**src/rtl/arcade_input_pkg.sv**
```systemverilog
// Shared constants and types for the arcade input controller:
// PS/2 scan codes, control bundle layout and the coin sequencer states.
package arcade_input_pkg;

    localparam logic [7:0] PS2_RELEASE = 8'hF0;
    localparam logic [7:0] PS2_EXTEND  = 8'hE0;

    // Direction and bomb keys match on the low byte only (extended or not)
    localparam logic [7:0] SC_UP    = 8'h75;
    localparam logic [7:0] SC_DOWN  = 8'h72;
    localparam logic [7:0] SC_LEFT  = 8'h6B;
    localparam logic [7:0] SC_RIGHT = 8'h74;
    localparam logic [7:0] SC_BOMB  = 8'h14;

    localparam logic [8:0] KEY_FIRE   = 9'h029;
    localparam logic [8:0] KEY_START1 = 9'h005;
    localparam logic [8:0] KEY_START2 = 9'h006;

    typedef struct packed {
        logic start2;
        logic start1;
        logic bomb;
        logic fire;
        logic right;
        logic left;
        logic down;
        logic up;
    } ctrl_t;

    typedef enum logic [1:0] {
        IDLE  = 2'd0,
        PULSE = 2'd1,
        GAP   = 2'd2
    } coin_state_t;

endpackage

```
**src/rtl/arcade_input_ctrl_coin_pulser.sv**
```systemverilog
// Coin pulse sequencer: queues up to three coin requests and emits
// fixed-width coin pulses separated by a minimum low time.
module coin_pulser
    import arcade_input_pkg::*;
#(
    parameter int COIN_LEN = 18432,
    parameter int COIN_GAP = 36864
) (
    input  logic clk_sys,
    input  logic reset_n,
    input  logic req,
    output logic coin,
    output logic busy
);

    localparam int CNT_MAX = (COIN_LEN > COIN_GAP) ? COIN_LEN : COIN_GAP;
    localparam int CNT_W   = ($clog2(CNT_MAX) < 1) ? 1 : $clog2(CNT_MAX);
    localparam logic [CNT_W-1:0] LEN_LOAD = CNT_W'(COIN_LEN - 1);
    localparam logic [CNT_W-1:0] GAP_LOAD = CNT_W'(COIN_GAP - 1);

    coin_state_t      state, state_next;
    logic [CNT_W-1:0] cnt, cnt_next;
    logic [1:0]       pending, pending_next;
    logic             coin_next, busy_next, launch;

    always_ff @(posedge clk_sys or negedge reset_n) begin
        if (!reset_n) begin
            state   <= IDLE;
            cnt     <= '0;
            pending <= '0;
            coin    <= 1'b0;
            busy    <= 1'b0;
        end else begin
            state   <= state_next;
            cnt     <= cnt_next;
            pending <= pending_next;
            coin    <= coin_next;
            busy    <= busy_next;
        end
    end

    always_comb begin
        state_next = state;
        cnt_next   = cnt;
        case (state)
            IDLE: begin
                if ((pending != '0) || req) begin
                    state_next = PULSE;
                    cnt_next   = LEN_LOAD;
                end
            end
            PULSE: begin
                if (cnt == '0) begin
                    state_next = GAP;
                    cnt_next   = GAP_LOAD;
                end else begin
                    cnt_next = cnt - 1'b1;
                end
            end
            GAP: begin
                if (cnt == '0) begin
                    state_next = IDLE;
                end else begin
                    cnt_next = cnt - 1'b1;
                end
            end
            default: state_next = IDLE;
        endcase
    end

    // A request arriving on the launch edge is consumed by that launch
    always_comb begin
        launch       = (state == IDLE) && ((pending != '0) || req);
        pending_next = pending;
        if (launch) begin
            if (!req) begin
                pending_next = pending - 1'b1;
            end
        end else if (req && (pending != 2'd3)) begin
            pending_next = pending + 1'b1;
        end
        coin_next = (state_next == PULSE);
        busy_next = (state_next != IDLE) || (pending_next != '0);
    end

endmodule

```
**src/rtl/arcade_input_ctrl.sv**
```systemverilog
// Arcade control front end: merges PS/2 keys and joystick, applies the
// rotation remap, and generates coin pulses on start presses.
module arcade_input_ctrl
    import arcade_input_pkg::*;
#(
    parameter int COIN_LEN = 18432,
    parameter int COIN_GAP = 36864
) (
    input  logic        clk_sys,
    input  logic        reset_n,
    input  logic [64:0] ps2_key,
    input  logic [15:0] joy,
    input  logic        rotate,
    output logic        up,
    output logic        down,
    output logic        left,
    output logic        right,
    output logic        fire,
    output logic        bomb,
    output logic        start1,
    output logic        start2,
    output logic        coin,
    output logic        coin_busy
);

    logic       toggle_q, key_event, pressed, extended;
    logic [8:0] code;
    ctrl_t      key_q, raw, ctrl_next, ctrl_q;
    logic       start_prev, coin_req;
    logic       unused_joy;

    assign unused_joy = ^joy[15:8];
    assign key_event  = ps2_key[64] ^ toggle_q;

    always_comb begin
        pressed  = (ps2_key[15:8] != PS2_RELEASE);
        extended = pressed ? (ps2_key[15:8] == PS2_EXTEND)
                           : (ps2_key[23:16] == PS2_EXTEND);
        code     = {extended, ps2_key[7:0]};
        if (ps2_key[63:24] != '0) begin
            code = '0;
        end
    end

    always_ff @(posedge clk_sys or negedge reset_n) begin
        if (!reset_n) begin
            toggle_q <= 1'b0;
            key_q    <= '0;
        end else begin
            toggle_q <= ps2_key[64];
            if (key_event) begin
                case (code[7:0])
                    SC_UP:    key_q.up    <= pressed;
                    SC_DOWN:  key_q.down  <= pressed;
                    SC_LEFT:  key_q.left  <= pressed;
                    SC_RIGHT: key_q.right <= pressed;
                    SC_BOMB:  key_q.bomb  <= pressed;
                    default: ;
                endcase
                case (code)
                    KEY_FIRE:   key_q.fire   <= pressed;
                    KEY_START1: key_q.start1 <= pressed;
                    KEY_START2: key_q.start2 <= pressed;
                    default: ;
                endcase
            end
        end
    end

    always_comb begin
        raw.up     = key_q.up     | joy[3];
        raw.down   = key_q.down   | joy[2];
        raw.left   = key_q.left   | joy[1];
        raw.right  = key_q.right  | joy[0];
        raw.fire   = key_q.fire   | joy[4];
        raw.bomb   = key_q.bomb   | joy[5];
        raw.start1 = key_q.start1 | joy[6];
        raw.start2 = key_q.start2 | joy[7];
        ctrl_next  = raw;
        if (rotate) begin
            ctrl_next.up    = raw.left;
            ctrl_next.down  = raw.right;
            ctrl_next.left  = raw.down;
            ctrl_next.right = raw.up;
        end
    end

    always_ff @(posedge clk_sys or negedge reset_n) begin
        if (!reset_n) begin
            ctrl_q     <= '0;
            start_prev <= 1'b0;
        end else begin
            ctrl_q     <= ctrl_next;
            start_prev <= ctrl_q.start1 | ctrl_q.start2;
        end
    end

    assign coin_req = (ctrl_q.start1 | ctrl_q.start2) & ~start_prev;

    assign up     = ctrl_q.up;
    assign down   = ctrl_q.down;
    assign left   = ctrl_q.left;
    assign right  = ctrl_q.right;
    assign fire   = ctrl_q.fire;
    assign bomb   = ctrl_q.bomb;
    assign start1 = ctrl_q.start1;
    assign start2 = ctrl_q.start2;

    coin_pulser #(
        .COIN_LEN(COIN_LEN),
        .COIN_GAP(COIN_GAP)
    ) u_coin (
        .clk_sys(clk_sys),
        .reset_n(reset_n),
        .req    (coin_req),
        .coin   (coin),
        .busy   (coin_busy)
    );

endmodule

```
**config.mk**
```make
export PLATFORM = sky130hd
export DESIGN_NAME = arcade_input_ctrl
export DESIGN_NICKNAME = d
export VERILOG_FILES = /design/src/rtl/arcade_input_pkg.sv /design/src/rtl/arcade_input_ctrl_coin_pulser.sv /design/src/rtl/arcade_input_ctrl.sv
export SDC_FILE = /design/constraint.sdc
export NUM_CORES = 1
export LEC_CHECK = 0
export ABC_AREA = 1
export CORE_ASPECT_RATIO = 0.9
export CORE_MARGIN = 5
export CORE_UTILIZATION = 35
export CTS_CLUSTER_DIAMETER = 80
export DETAILED_ROUTE_END_ITERATION = 8
export HOLD_SLACK_MARGIN = 0.03
export PLACE_DENSITY_LB_ADDON = 0.15
export SETUP_SLACK_MARGIN = 0.15
export SKIP_LAST_GASP = 1
export SLEW_MARGIN = 20
export SYNTH_ARGS = -nofsm -noshare
export SYNTH_HDL_FRONTEND = slang
export SYNTH_HIERARCHICAL = 1
export SYNTH_SLANG_ARGS = --single-unit
```
**constraint.sdc**
```tcl
create_clock -name clk_sys -period 2.85 [get_ports clk_sys]
set_input_delay 0.7125 -clock clk_sys [delete_from_list [all_inputs] [get_ports clk_sys]]
set_output_delay 0.7125 -clock clk_sys [all_outputs]
set_load 0.005 [all_outputs]
```
==> Implementation_results.wiki <==
{| class="wikitable"
! Metric !! Value
|-
| Launch point of the worst hold path || key_q[5]$_DFFE_PN0P_
|-
| Buffers from clock root to sink, at most || 2
|-
| Synth area leader || sky130_fd_sc_hd__dfrtp_1
|-
| Post-Syn Instances || 404
|-
| GP Congestion || ~0.85
|-
| Count of maximum capacitance violations || 0
|-
| CTS Hold Buffers Added || 0
|-
| Synth Net Count || 496
|-
| Cells taking the most area after synthesis || sky130_fd_sc_hd__dfrtp_1 35%, sky130_fd_sc_hd__nand2_1 14%, sky130_fd_sc_hd__nor2_1 8.1%, sky130_fd_sc_hd__inv_1 6.8%, sky130_fd_sc_hd__nand3_1 4.5%
|-
| Count of unique library cells instantiated by Yosys || 33
|-
| Placed inst area || around 3800 µm²
|-
| Area overhead of the layout relative to synthesis || 35.0%
|-
| Clock tree from TritonCTS || built
|-
| Met1 layer wirelength in the final routing || approximately 3100 µm
|-
| Starting utilization of the core area || 35.7%
|-
| Mean area per synthesized cell || just over 7 µm²
|-
| Maximum number of pins on one net before global-route repair || 41
|-
| Final Hold Fails || 0
|-
| Critical Path Source || ps2_key[27]
|-
| Post-synthesis instance area || 2870 µm²
|-
| Required time at the worst-slack endpoint || 3.04 ns
|-
| Startpoint kind of the worst setup timing path || primary input
|-
| Multi-input gate area in the final layout || approximately 1600 µm²
|-
| Number of storage elements in the synthesis netlist || 40
|-
| Total met3 wirelength after detailed routing || about 310 µm
|-
| Worst-case setup margin in the final layout || 0.581 ns
|-
| Overall die height || approximately 96 µm
|-
| Most frequently used flop master after synthesis || sky130_fd_sc_hd__dfrtp_1
|-
| H-tree depth reported by CTS || 2
|-
| Uppermost layer routed || met4
|-
| Status || finished clean
|-
| Post-route ant nets || 0
|-
| Routed wire length on met2 || around 3200 µm
|-
| Final worst clock skew || roughly 0.007 ns
|-
| Core Box Area || approximately 8000 µm²
|-
| Vias per cell || about 4.5
|-
| Die X-Extent || between 100 and 150 µm
|-
| Register-to-register path setup slack || 1.21 ns
|-
| Setup Buffers After CTS || 0
|-
| Area occupied by registers || between 1000 and 1500 µm²
|-
| Final total negative setup slack || 0 ns
|-
| Die area || ~10000 µm²
|-
| Maximum fanout count along the critical path || 9
|-
| Antenna diode instance count || 0
|-
| Yosys warning total || 6
|-
| Routed wire length || 6730 µm
|-
| Type of the most critical hold path || reg2reg
|-
| Fraction of synthesized cell area taken by the top area cell type || a little over a third
|-
| Adder-cell share of the synthesized area || under 10%
|-
| Fill cell count || ~800
|-
| Type of destination of the critical path || flop
|-
| Count of final setup violators || 0
|-
| Power density of the placed cells || roughly 630 nW/µm²
|-
| Post-route DRC || 0
|-
| Worst path arrival time || ~2.5 ns
|-
| Count of pins over their slew limit || 0
|-
| Worst-Skew Late Latency || ~0.29 ns
|-
| Fraction of registers with async set/reset || 100%
|-
| Aggregate global routing overflow || 0
|-
| Wire length of the first global-routing pass || between 10000 and 15000 µm
|-
| Number of nets in the final layout || about 600
|-
| Post-route standard cell area excluding fillers || approximately 3900 µm²
|-
| Number of iterations in the first detailed-routing pass || 4
|-
| Worst slew slack as a fraction of its limit || between 30% and 40%
|-
| Detail Placement HPWL || between 5000 and 6000 µm
|-
| Mux share of post-synthesis cell area || 0%
|-
| Vias in the first global route || 2652
|-
| Clock sink count || 40
|-
| Portion of the clock cycle consumed by the worst path in the final layout || approximately 80%
|-
| Root buf cell || sky130_fd_sc_hd__clkbuf_8
|-
| Share of synthesized area occupied by flip-flops and latches || a little over a third
|-
| Number of synthesized flops with an enable pin || 0
|-
| Worst IR drop on VDD || 0.337 mV
|-
| Final Instance Count excl. Fillers || 592
|-
| Wire length per cell || around 11 µm
|-
| Transition time of the tightest slew-check pin || 0.911 ns
|-
| Combined global-route utilization of all metal layers || around 14%
|-
| Synthesized-area fraction occupied by and/or/nand/nor cells || 42.0%
|-
| CTS clk-pin slew, worst paths || ~0.080 ns
|-
| # rows || 31
|-
| Period minus WS final || around 2.3 ns
|-
| Most frequent cells after synthesis || 109 x sky130_fd_sc_hd__nand2_1, 62 x sky130_fd_sc_hd__nor2_1, 52 x sky130_fd_sc_hd__inv_1
|-
| Share of final-layout standard cells stronger than drive strength 1 || between 10% and 20%
|-
| Compound-Gate Fraction of Synth Area || between 7 and 8%
|-
| Startpoint of the most critical register-to-register path || u_coin/state[0]$_DFF_PN0_
|-
| Most common cell in the synthesized netlist || sky130_fd_sc_hd__nand2_1
|-
| Leakage power || ~1.7 nW
|-
| Number of buffers created by CTS || 5
|-
| Resized Gates After CTS || 0
|-
| Pre-CTS setup slack || ~0.27 ns
|-
| Cells after DPL || 585
|-
| Via count || between 2000 and 3000
|-
| Input/output buffers || between 80 and 90
|-
| Xor/xnor cell area share of the yosys netlist || 2.44%
|-
| Combinational family with the most area after synthesis || simple AND/OR/NAND/NOR gates
|-
| Max Freq || 441 MHz
|-
| Critical path class || in2reg
|-
| Unrepaired setup endpoints after global routing || no
|-
| Number of top-level pins || 94
|-
| Initial antenna violation count || 0
|-
| Starting DRC count in detailed routing || approximately 70
|}
-- through the flow --
step	utilization [%]	total power [mW]	hold slack, ns
3_3_place_gp	47.2	2.06	0.459
2_1_floorplan	-	1.81	0.417
6_report	48.2	2.43	0.478
3_5_place_dp	47.2	2.08	0.461
5_1_grt	48.2	2.68	0.495
4_1_cts	48.2	2.47	0.480
-- logic make-up after synthesis --
family,after synthesis
AO/OA/AOI/OAI,34
XOR/XNOR,8
adder cells (fa/ha/maj),8
buffers and inverters,62
flip-flops,40
AND/OR/NAND/NOR,252
-- worst max-delay path: stages --
cell and delay [ns]:
sky130_fd_sc_hd__clkdlybuf4s50_1 0.41, sky130_fd_sc_hd__nor2_1 0.10, sky130_fd_sc_hd__nand2_1 0.06, sky130_fd_sc_hd__nor2_1 0.11, sky130_fd_sc_hd__nand3_1 0.10, sky130_fd_sc_hd__nor2_2 0.31
sky130_fd_sc_hd__buf_4 0.22, sky130_fd_sc_hd__nand3_4 0.07, sky130_fd_sc_hd__nor2_1 0.16, sky130_fd_sc_hd__nand3_1 0.09, sky130_fd_sc_hd__nand2_1 0.08, sky130_fd_sc_hd__inv_1 0.04
-- report_power, final --
group          leakage [nW]  internal (mW)  switching, mW  total [mW]
combinational          1.27          0.503          0.716        1.22
sequential            0.435          0.701          0.142       0.843
clock                0.0400          0.166          0.206       0.372
-- cell usage in the layout (no fill, tap or decap), types with 2 or more instances in the layout --
cell                              count
sky130_fd_sc_hd__o21ai_1              5
sky130_fd_sc_hd__nand3_1             26
sky130_fd_sc_hd__clkbuf_8             5
sky130_fd_sc_hd__nor2_1              62
sky130_fd_sc_hd__nand3_4              2
sky130_fd_sc_hd__nor2_4               6
sky130_fd_sc_hd__nand2_4              3
sky130_fd_sc_hd__xor2_1               6
sky130_fd_sc_hd__nand3b_1             4
sky130_fd_sc_hd__nor2_2              12
sky130_fd_sc_hd__o21ai_2             12
sky130_fd_sc_hd__xnor2_1              2
sky130_fd_sc_hd__nand4_1              3
sky130_fd_sc_hd__clkdlybuf4s50_1     84
sky130_fd_sc_hd__ha_1                 8
sky130_fd_sc_hd__inv_1               52
sky130_fd_sc_hd__a21oi_1              6
sky130_fd_sc_hd__o21ai_0              9
sky130_fd_sc_hd__inv_2                4
sky130_fd_sc_hd__nand3_2              2
sky130_fd_sc_hd__and2_1               2
sky130_fd_sc_hd__nor3_1               5
sky130_fd_sc_hd__dfrtp_1             40
sky130_fd_sc_hd__or2_2                4
sky130_fd_sc_hd__nand2_2             11
sky130_fd_sc_hd__nand2_1            109
-- final cells by class --
| type | instances | share of cell area (%) |
|---|---|---|
| clock buffers | 5 | 1.78 |
| clock inverters | 2 | 0.323 |
| inverters | 58 | 5.69 |
| multi-input cells | 302 | 41.1 |
| flip-flops and latches | 40 | 25.8 |
| well taps | 99 | 3.20 |
| repair buffers | 86 | 22.0 |
-- worst paths after layout --
kind | endpoint | cells after the start
max | key_q[5]$_DFFE_PN0P_ | 12
min | bomb$_DFF_PN0_ | 1
max reg2reg | u_coin/cnt[1]$_DFFE_PN0P_ | 9
min reg2reg | bomb$_DFF_PN0_ | 1
max in group asynchronous | key_q[4]$_DFFE_PN0P_ | 1
min in group asynchronous | up$_DFF_PN0_ | 1
-- flip-flops by register name (all words and copies together), names as in the netlist --
register and cells:
u_coin/busy 1, u_coin/pending 2, left 1, start1 1, key_q 8, start2 1, fire 1, up 1
u_coin/state 2, toggle_q 1, u_coin/cnt 16, down 1, right 1, start_prev 1, bomb 1, u_coin/coin 1
-- metal layers --
metal	track usage, %	up-vias
met4	2.95	0
met1	17.4	1175
met2	25.2	37
met3	3.69	2
met5	0	-
li1	-	1436
Note: power is estimated with default switching activity, not from simulation.
